--- config.mk ---
export PLATFORM = sky130hd
export DESIGN_NAME = round_key_server
export DESIGN_NICKNAME = d
export VERILOG_FILES = /design/src/rtl/round_key_server.sv
export SDC_FILE = /design/constraint.sdc
export NUM_CORES = 1
export LEC_CHECK = 0
export CAP_MARGIN = 20
export CORE_ASPECT_RATIO = 1.5
export CORE_MARGIN = 1.5
export CORE_UTILIZATION = 45
export CTS_CLUSTER_DIAMETER = 80
export CTS_CLUSTER_SIZE = 20
export DETAILED_ROUTE_END_ITERATION = 10
export PLACE_DENSITY = 0.73
export RECOVER_POWER = 100
export SLEW_MARGIN = 15
export SYNTH_ARGS = -nofsm -noshare
export SYNTH_HDL_FRONTEND = slang
export SYNTH_SLANG_ARGS = --single-unit
--- constraint.sdc ---
create_clock -name clk -period 27.3 [get_ports clk]
set_input_delay 5.46 -clock clk [delete_from_list [all_inputs] [get_ports clk]]
set_output_delay 5.46 -clock clk [all_outputs]
set_load 0.01 [all_outputs]
--- src/rtl/round_key_server.sv ---
// Round-key server: captures a 256-bit key bundle and hands out one 32-bit round key
// per handshake, in forward or reverse order, zeroizing the store when the sequence ends.
module round_key_server #(
    parameter int NUM_KEYS = 8,
    parameter int KEY_W    = 32,
    parameter int ROUNDS   = 8,
    localparam int RW      = (ROUNDS > 1) ? $clog2(ROUNDS) : 1
) (
    input  logic                      clk,
    input  logic                      rst,
    input  logic                      load_valid,
    output logic                      load_ready,
    input  logic [NUM_KEYS*KEY_W-1:0] load_keys,
    input  logic                      load_decrypt,
    input  logic                      abort,
    output logic                      key_valid,
    input  logic                      key_ready,
    output logic [KEY_W-1:0]          key_out,
    output logic [RW-1:0]             key_round,
    output logic                      done
);

    localparam int IW = (NUM_KEYS > 1) ? $clog2(NUM_KEYS) : 1;

    if (ROUNDS <= 0 || (ROUNDS % NUM_KEYS) != 0) begin : g_bad_rounds
        $error("round_key_server: ROUNDS must be a positive multiple of NUM_KEYS");
    end

    typedef enum logic {
        IDLE  = 1'b0,
        SERVE = 1'b1
    } state_t;

    state_t            state;
    state_t            state_nxt;
    logic [KEY_W-1:0]  key_mem [NUM_KEYS];
    logic [RW-1:0]     round_cnt;
    logic              dir;
    logic              last_round;
    logic              load_fire;
    logic              advance;
    logic              finish;
    logic              clear;
    logic [IW-1:0]     fwd_idx;
    logic [IW-1:0]     key_idx;

    // Control: abort outranks both a pending load and a key handshake.
    always_comb begin
        state_nxt  = state;
        load_fire  = 1'b0;
        advance    = 1'b0;
        finish     = 1'b0;
        clear      = 1'b0;
        last_round = (round_cnt == RW'(ROUNDS - 1));
        case (state)
            IDLE: begin
                if (!abort && load_valid) begin
                    load_fire = 1'b1;
                    state_nxt = SERVE;
                end
            end
            SERVE: begin
                if (abort) begin
                    clear     = 1'b1;
                    state_nxt = IDLE;
                end else if (key_ready) begin
                    if (last_round) begin
                        finish    = 1'b1;
                        clear     = 1'b1;
                        state_nxt = IDLE;
                    end else begin
                        advance = 1'b1;
                    end
                end
            end
            default: state_nxt = IDLE;
        endcase
    end

    always_ff @(posedge clk or posedge rst) begin
        if (rst) begin
            state <= IDLE;
        end else begin
            state <= state_nxt;
        end
    end

    // Key store, round counter and direction; cleared on completion or abort.
    always_ff @(posedge clk or posedge rst) begin
        if (rst) begin
            for (int i = 0; i < NUM_KEYS; i++) begin
                key_mem[i] <= '0;
            end
            round_cnt <= '0;
            dir       <= 1'b0;
            done      <= 1'b0;
        end else begin
            done <= finish;
            if (load_fire) begin
                for (int i = 0; i < NUM_KEYS; i++) begin
                    key_mem[i] <= load_keys[(NUM_KEYS-1-i)*KEY_W +: KEY_W];
                end
                dir       <= load_decrypt;
                round_cnt <= '0;
            end else if (clear) begin
                for (int i = 0; i < NUM_KEYS; i++) begin
                    key_mem[i] <= '0;
                end
                dir       <= 1'b0;
                round_cnt <= '0;
            end else if (advance) begin
                round_cnt <= round_cnt + RW'(1);
            end
        end
    end

    // Output select: K0 sits at the top of the bundle, reverse order mirrors the index.
    always_comb begin
        fwd_idx = IW'(int'(round_cnt) % NUM_KEYS);
        key_idx = dir ? (IW'(NUM_KEYS - 1) - fwd_idx) : fwd_idx;
    end

    assign load_ready = (state == IDLE);
    assign key_valid  = (state == SERVE);
    assign key_out    = key_valid ? key_mem[key_idx] : '0;
    assign key_round  = round_cnt;

endmodule
==> impl_metrics.sql, run 1 <==
INSERT INTO impl_metrics (metric_group, metric, value, unit) VALUES
('outcome', 'status', 'finished with violations', ''),
('outcome', 'failing_checks', 'capacitance limit, slew limit', ''),
('critical_path', 'cp_max_fo', '258', ''),
('place', 'place_ws', '18190', 'ps'),
('clocking', 'cts-root-buf', 'sky130_fd_sc_hd__clkbuf_16', ''),
('critical_path', 'longest_individual_stage_delay_on_the_worst_path', '8060', 'ps'),
('drt', 'remaining_drc_errors', '0', ''),
('synthesis', 'combinational_family_with_the_most_area_after_synthesis', 'compound AO/OA/AOI/OAI gates', ''),
('synthesis', 'number_of_enable_type_register_cells_in_the_synthesized_netlist', '0', ''),
('clocking', 'post_cts_sizing_count', '0', ''),
('clocking', 'total_number_of_clock_tree_sinks', '262', ''),
('synthesis', 'synthXorXnorAreaFrac', '0.00282', ''),
('synthesis', 'synth_sequential_area_ratio', '0.510', ''),
('place', 'detailed_placement_wirelength_estimate', '28700', 'µm'),
('run', 'total_of_max_cap_violations', '7', ''),
('floorplan', 'floorplan.die.height', '210', 'µm'),
('synthesis', 'yosys.area_share.simple', '0.0687', ''),
('critical_path', 'path_delay_family', 'buffers and inverters', ''),
('synthesis', 'synth_fp_nets', '1399', ''),
('grt', 'largest_net_degree_at_the_start_of_global_routing', '259', ''),
('place', 'weighted_congestion_at_the_end_of_routability_driven_global_placement', '0.962', ''),
('grt', 'wire_length_of_the_first_global_routing_pass', '64800', 'µm'),
('timing', 'fin_tns_setup', '0', 'ps'),
('timing', 'max_freq', '65.5', 'MHz'),
('critical_path', 'reg2reg_slack', '16910', 'ps'),
('hold_path', 'timing.hold.worst_path_depth', '1', ''),
('synthesis', 'synthDistinctLibCells', '46', ''),
('clocking', 'tritoncts', 'yes', ''),
('critical_path', 'required_time_of_the_worst_setup_path', '27710', 'ps'),
('synthesis', 'yosys.area_share.adder', '0.00195', ''),
('floorplan', 'core.rowCount', '75', ''),
('timing', 'least_margin_pin_slew', '11580', 'ps'),
('clocking', 'clock_path_buffers', '3', ''),
('clocking', 'clk_transition_reported_paths', '80', 'ps'),
('clocking', 'clk-insertion-delay-late', '510', 'ps'),
('grt', 'gr-usage-all-layers', '0.280', ''),
('floorplan', 'io-pin-count', '300', ''),
('synthesis', 'mappedNetlistArea', '0.0129', 'mm²'),
('clocking', 'cts_hold_repair.buffers', '0', ''),
('clocking', 'post-cts-setup-buffers', '0', ''),
('critical_path', 'critPathLaunchType', 'input port', ''),
('drt', 'initialDrtViolationCount', '1230', ''),
('synthesis', 'netlist_instances', '1135', ''),
('critical_path', 'worstReg2RegStart', 'key_valid', ''),
('power_and_ir_drop', 'power_density', '58.9', 'mW/mm²'),
('power_and_ir_drop', 'p_leak', '7.17', 'nW'),
('timing', 'final-max-slew-violation-count', '713', ''),
('synthesis', 'yosys_most_used_dff', 'sky130_fd_sc_hd__dfrtp_1', ''),
('critical_path', 'worstReg2RegEnd', 'key_mem[37]', ''),
('synthesis', 'synthMuxAreaShare', '0.0206', ''),
('drt', 'routed-via-count', '11200', ''),
('timing', 'final.setup_skew', '28.1', 'ps'),
('power_and_ir_drop', 'vdd_drop_max', '0.0530', 'mV'),
('place', 'dpl-instance-area', '0.0158', 'mm²'),
('critical_path', 'crit_path_category', 'input port to flop', ''),
('floorplan', 'design.die.area', '0.0296', 'mm²'),
('layout', 'fraction_of_final_layout_cells_with_drive_strength_greater_than_1', '0.0436', ''),
('layout', 'layout.cell_area.non_filler', '0.0163', 'mm²'),
('drt', 'detail_route.vias_per_cell', '6.65', ''),
('drt', 'drt.antenna.violating_nets', '0', ''),
('synthesis', 'postSynth.asyncResetShare', '1.00', ''),
('place', 'buffer_ports.inserted', '299', ''),
('floorplan', 'chipWidth', '141', 'µm'),
('drt', 'avgRoutedWirePerCell', '25.2', 'µm'),
('layout', 'most-common-layout-cells', 'sky130_fd_sc_hd__clkdlybuf4s50_1, sky130_fd_sc_hd__dfrtp_1, sky130_fd_sc_hd__a22o_1, sky130_fd_sc_hd__o21ai_0, sky130_fd_sc_hd__a221oi_1', ''),
('timing', 'minimum_setup_slack_in_the_final_design', '12030', 'ps'),
('critical_path', 'critical_path.slowest_cell', 'sky130_fd_sc_hd__clkbuf_1', ''),
('floorplan', 'initial_core_utilization', '0.458', ''),
('synthesis', 'synth.yosys.warnings', '0', ''),
('critical_path', 'timing.critical_path.to_type', 'flop', ''),
('hold_path', 'holdPathEnd', 'key_mem[135]', '');
## synthesized netlist by cell type (2+ instances only)
master	number	area share
sky130_fd_sc_hd__a221oi_2	13	0.015
sky130_fd_sc_hd__dfrtp_1	262	0.51
sky130_fd_sc_hd__a22o_1	258	0.18
sky130_fd_sc_hd__a41oi_1	7	0.0048
sky130_fd_sc_hd__mux2_1	14	0.012
sky130_fd_sc_hd__and3b_1	3	0.0020
sky130_fd_sc_hd__a21o_1	15	0.0088
sky130_fd_sc_hd__o21ai_0	125	0.049
sky130_fd_sc_hd__o2111ai_1	24	0.016
sky130_fd_sc_hd__mux2i_1	4	0.0031
sky130_fd_sc_hd__ha_1	2	0.0019
sky130_fd_sc_hd__nand4_1	14	0.0068
sky130_fd_sc_hd__buf_2	55	0.021
sky130_fd_sc_hd__o21ai_1	9	0.0035
sky130_fd_sc_hd__nand3_1	6	0.0023
sky130_fd_sc_hd__o21a_1	6	0.0035
sky130_fd_sc_hd__buf_1	6	0.0018
sky130_fd_sc_hd__nand3b_1	14	0.0082
sky130_fd_sc_hd__nand2_1	12	0.0035
sky130_fd_sc_hd__and3_1	37	0.018
sky130_fd_sc_hd__o22ai_1	21	0.010
sky130_fd_sc_hd__o311a_1	10	0.0078
sky130_fd_sc_hd__mux4_2	3	0.0053
sky130_fd_sc_hd__inv_1	3	0.00088
sky130_fd_sc_hd__nor2_1	21	0.0061
sky130_fd_sc_hd__nor3b_2	3	0.0029
sky130_fd_sc_hd__buf_4	4	0.0023
sky130_fd_sc_hd__clkbuf_1	73	0.021
sky130_fd_sc_hd__nor3b_1	23	0.013
sky130_fd_sc_hd__buf_6	5	0.0044
sky130_fd_sc_hd__a221oi_1	68	0.046
## worst register-to-register path, cell delays in order (launching register included)
cell	delay, ps
sky130_fd_sc_hd__dfrtp_1	620
sky130_fd_sc_hd__nor3b_1	550
sky130_fd_sc_hd__clkbuf_1	8060
sky130_fd_sc_hd__a22o_1	1070
## layer usage
layer / part of all wire / vias up / track usage / wire [µm]
met4: 0.051 / 0 / 0.139 / 2180
met3: 0.059 / 94 / 0.0277 / 2520
met1: 0.42 / 5628 / 0.403 / 18100
li1: - / 4942 / - / -
met2: 0.47 / 579 / 0.424 / 19900
met5: 0 / - / 0 / 0
## where the power goes
group	switching, mW	internal [mW]
Sequential	0.0437	0.436
Combinational	0.111	0.120
Clock	0.134	0.115
## metrics by stage
stage,std cells,util,hold slack (ps)
6_report,1691,0.581,497
5_1_grt,1691,0.581,512
4_1_cts,1673,0.580,503
3_5_place_dp,1653,0.564,475
3_3_place_gp,1653,0.564,476
2_1_floorplan,1135,-,460
## state kept, by name, indices dropped and copies added, names as in the netlist
signal,cells
key_round,3
key_mem,256
dir,1
key_valid,1
done,1
## layout make-up
class                   count  area, µm²
repair buffers            319       3140
diodes                     14       35.0
clock inverters             1       20.0
well taps                 346        433
clock buffers              19        433
fillers                  2333      11800
flip-flops and latches    262       6560
multi-input cells         727       5670
inverters                   3       12.5
## cell families after synthesis
group                      count (synthesis)
buffers and inverters                    146
AOI/OAI and AO/OA                        561
adders and majority gates                  2
muxes                                     21
DFF                                      262
xor gates and xnor gates                   2
and+or+nand+nor                          141
## how the worst max path moves through the flow
stage / from / endpoint / slack (ps) / depth (start not counted)
after floorplan: rst / dir / 14630 / 1
after global placement: key_round[0] / key_out[20] / 18210 / 6
after detailed placement: key_round[0] / key_out[2] / 18190 / 6
after CTS: key_round[0] / key_out[29] / 17610 / 6
after global routing: abort / key_mem[199] / 11420 / 4
final: abort / key_mem[37] / 12030 / 4
No activity file was read; power rests on OpenSTA's default activity.
==> run 2, diff against run 1 <==
--- a/config.mk
+++ b/config.mk
@@ -12,7 +12,7 @@
 export CTS_CLUSTER_DIAMETER = 80
 export CTS_CLUSTER_SIZE = 20
 export DETAILED_ROUTE_END_ITERATION = 10
-export PLACE_DENSITY = 0.73
+export PLACE_DENSITY = 0.76
 export RECOVER_POWER = 100
 export SLEW_MARGIN = 15
 export SYNTH_ARGS = -nofsm -noshare
==> constraint.sdc (replaced) <==
create_clock -name clk -period 13.9 [get_ports clk]
set_input_delay 2.78 -clock clk [delete_from_list [all_inputs] [get_ports clk]]
set_output_delay 2.78 -clock clk [all_outputs]
set_load 0.01 [all_outputs]
==> run 2 against run 1 <==
Against the previous run:
- the flow still finishes with violations (capacitance limit, slew limit)
- worst setup slack got worse by 8000 ps
- first-iteration DRC count shrank 14%
- count of clock-buffer cells in the layout is 1 higher
- register-to-register slack got worse by 9000 ps
- utilization up 0.17 points
- final cell count grew 0.12%
- via count grew 0.63%
- global-route usage fell by 0.37 points
- sequential power is 95% higher
- combinational power up 97%
- critical path depth grew 2
==> impl_metrics.sql, run 2 (same netlist as run 1, synthesis figures left out) <==
INSERT INTO impl_metrics (metric_group, metric, value, unit) VALUES
('layout', 'instances_no_fill', '1693', ''),
('drt', 'initialDrtViolationCount', '1052', ''),
('power_and_ir_drop', 'pwr-share-clk', '0.262', ''),
('drt', 'detail_route.vias_per_cell', '6.68', ''),
('timing', 'timing.final.hold_violations', '0', ''),
('drt', 'drt.antenna.violating_nets', '0', ''),
('timing', 'fin_crit_sh', '0.713', ''),
('drt', 'routed-via-count', '11300', ''),
('clocking', 'tritoncts.num_buffers', '17', ''),
('timing', 'least_margin_pin_slew', '5060', 'ps'),
('timing', 'max_freq', '101', 'MHz'),
('layout', 'largest-register', 'key_mem', ''),
('run', 'total_of_max_cap_violations', '3', ''),
('clocking', 'post-cts-setup-buffers', '0', ''),
('hold_path', 'worstHoldPathType', 'flop to flop', ''),
('floorplan', 'io-pin-count', '300', ''),
('drt', 'drt_wl_total', '41900', 'µm'),
('layout', 'fraction_of_final_layout_cells_with_drive_strength_greater_than_1', '0.0481', ''),
('critical_path', 'timing.critical_path.to_type', 'output pin', ''),
('clocking', 'post_cts_sizing_count', '0', ''),
('clocking', 'cts_hold_repair.buffers', '0', ''),
('clocking', 'clk_transition_reported_paths', '90', 'ps'),
('layout', 'largest_register_ffs', '256', ''),
('layout', 'syn2layout_area_growth', '27.2', '%'),
('power_and_ir_drop', 'post-layout-total-power', '1.88', 'mW'),
('power_and_ir_drop', 'combPwrFrac', '0.241', ''),
('timing', 'final-max-slew-violation-count', '298', ''),
('clocking', 'clk-insertion-delay-late', '520', 'ps'),
('grt', 'largest_net_degree_at_the_start_of_global_routing', '259', ''),
('power_and_ir_drop', 'internal_power', '1.32', 'mW'),
('drt', 'remaining_drc_errors', '0', ''),
('grt', 'vias_in_the_first_global_route', '10800', ''),
('place', 'place_ws', '7460', 'ps'),
('grt', 'wire_length_of_the_first_global_routing_pass', '63800', 'µm'),
('place', 'detailed_placement_wirelength_estimate', '27900', 'µm'),
('drt', 'drt_pass_1_iters', '5', ''),
('outcome', 'failing_checks', 'capacitance limit, slew limit', ''),
('critical_path', 'cp_data_arrival_time', '7130', 'ps'),
('floorplan', 'initial_core_utilization', '0.458', ''),
('grt', 'number_of_antenna_violations_at_the_first_check_in_global_routing', '16', ''),
('clocking', 'cts-root-buf', 'sky130_fd_sc_hd__clkbuf_16', ''),
('floorplan', 'chipWidth', '141', 'µm'),
('power_and_ir_drop', 'power_density', '115', 'mW/mm²'),
('timing', 'slew-limit-headroom', '-2.39', ''),
('floorplan', 'core.rowCount', '75', ''),
('power_and_ir_drop', 'p_leak', '7.20', 'nW'),
('place', 'weighted_congestion_at_the_end_of_routability_driven_global_placement', '0.968', ''),
('layout', 'filler_cell_count', '2269', ''),
('timing', 'finalSetupViolCount', '0', ''),
('clocking', 'total_number_of_clock_tree_sinks', '262', ''),
('layout', 'layout.area.seq', '0.00656', 'mm²'),
('power_and_ir_drop', 'seqPwrFrac', '0.497', ''),
('timing', 'grt_setup_unrepaired', 'no', ''),
('layout', 'most-common-layout-cells', 'sky130_fd_sc_hd__clkdlybuf4s50_1, sky130_fd_sc_hd__dfrtp_1, sky130_fd_sc_hd__a22o_1, sky130_fd_sc_hd__o21ai_0, sky130_fd_sc_hd__a221oi_1', ''),
('power_and_ir_drop', 'vdd_drop_max', '0.0829', 'mV'),
('outcome', 'status', 'finished with violations', ''),
('clocking', 'tritoncts', 'yes', ''),
('layout', 'layout_commonest_cell', 'sky130_fd_sc_hd__clkdlybuf4s50_1', ''),
('grt', 'grt_overflow', '0', ''),
('floorplan', 'floorplan.die.height', '210', 'µm'),
('timing', 'final.setup_skew', '27.5', 'ps'),
('critical_path', 'crit_path_category', 'flop to output pin', ''),
('power_and_ir_drop', 'netSwitchingFraction', '0.301', ''),
('timing', 'fin_tns_setup', '0', 'ps'),
('floorplan', 'core_box_area', '0.0281', 'mm²'),
('grt', 'gr-usage-all-layers', '0.276', ''),
('place', 'numPlacedInstances', '1651', ''),
('power_and_ir_drop', 'netSwitchingPower', '0.568', 'mW'),
('drt', 'avgRoutedWirePerCell', '24.8', 'µm'),
('layout', 'multi_input_area', '0.00568', 'mm²'),
('timing', 'minimum_setup_slack_in_the_final_design', '3990', 'ps'),
('clocking', 'clock_path_buffers', '3', ''),
('clocking', 'ctsHtreeMaxLevel', '1', ''),
('floorplan', 'design.die.area', '0.0296', 'mm²'),
('layout', 'layout.nets', '1592', ''),
('critical_path', 'cp_max_fo', '91', ''),
('place', 'buffer_ports.inserted', '299', ''),
('timing', 'final.min_clock_period', '9910', 'ps'),
('critical_path', 'critPathLaunchType', 'flop', ''),
('critical_path', 'required_time_of_the_worst_setup_path', '11120', 'ps');
[run 2: cell type report]
| type | count | area share |
|---|---|---|
| sequential | 262 | 0.401 |
| multi-input combinational | 727 | 0.347 |
| timing repair buffer | 317 | 0.193 |
| clock buffer | 20 | 0.0267 |
| tap | 346 | 0.0265 |
| antenna | 16 | 0.00245 |
| clock inverter | 2 | 0.00176 |
| inverter | 3 | 0.000765 |
[run 2: routing by layer]
| metal | global-route usage | vias up | routed length (µm) |
|---|---|---|---|
| met2 | 0.413 | 575 | 19200 |
| li1 | - | 4943 | - |
| met3 | 0.0441 | 109 | 2990 |
| met1 | 0.380 | 5685 | 17200 |
| met5 | 0 | - | 9 |
| met4 | 0.165 | 2 | 2460 |
[run 2: critical path: stages (launching register included)]
cell                            delay, ps
sky130_fd_sc_hd__dfrtp_1              770
sky130_fd_sc_hd__clkbuf_1            3210
sky130_fd_sc_hd__and3_1              1280
sky130_fd_sc_hd__o21ai_0              240
sky130_fd_sc_hd__o2111ai_1            140
sky130_fd_sc_hd__o311a_1              290
sky130_fd_sc_hd__dlygate4sd3_1        630
[run 2: stage by stage]
stage	hold WS [ps]	util	instance area [µm²]
2_1_floorplan	460	-	12900
3_3_place_gp	477	0.563	15800
3_5_place_dp	475	0.563	15800
4_1_cts	502	0.580	16300
5_1_grt	510	0.583	16300
6_report	497	0.583	16300
[run 2: power by group through the flow]
stage / clock network (mW) / registers (mW) / logic (mW)
2_1_floorplan: 0 / 0.915 / 0.281
3_3_place_gp: 0 / 0.944 / 0.441
3_5_place_dp: 0 / 0.945 / 0.448
4_1_cts: 0.504 / 0.933 / 0.450
5_1_grt: 0.528 / 0.948 / 0.489
6_report: 0.493 / 0.936 / 0.455
[run 2: path summary, 6_finish.rpt]
path                              startpoint  depth (start not counted)           end  slack, ps
worst max-delay path            key_round[0]                          6   key_out[29]       3990
worst min-delay path            key_mem[133]                          1  key_mem[133]        500
worst max register to register  key_round[0]                          8   key_mem[37]       7900
worst min register to register  key_mem[133]                          1  key_mem[133]        500
max in group asynchronous                rst                          3           dir       7050
min in group asynchronous                rst                          2   key_mem[85]       4280
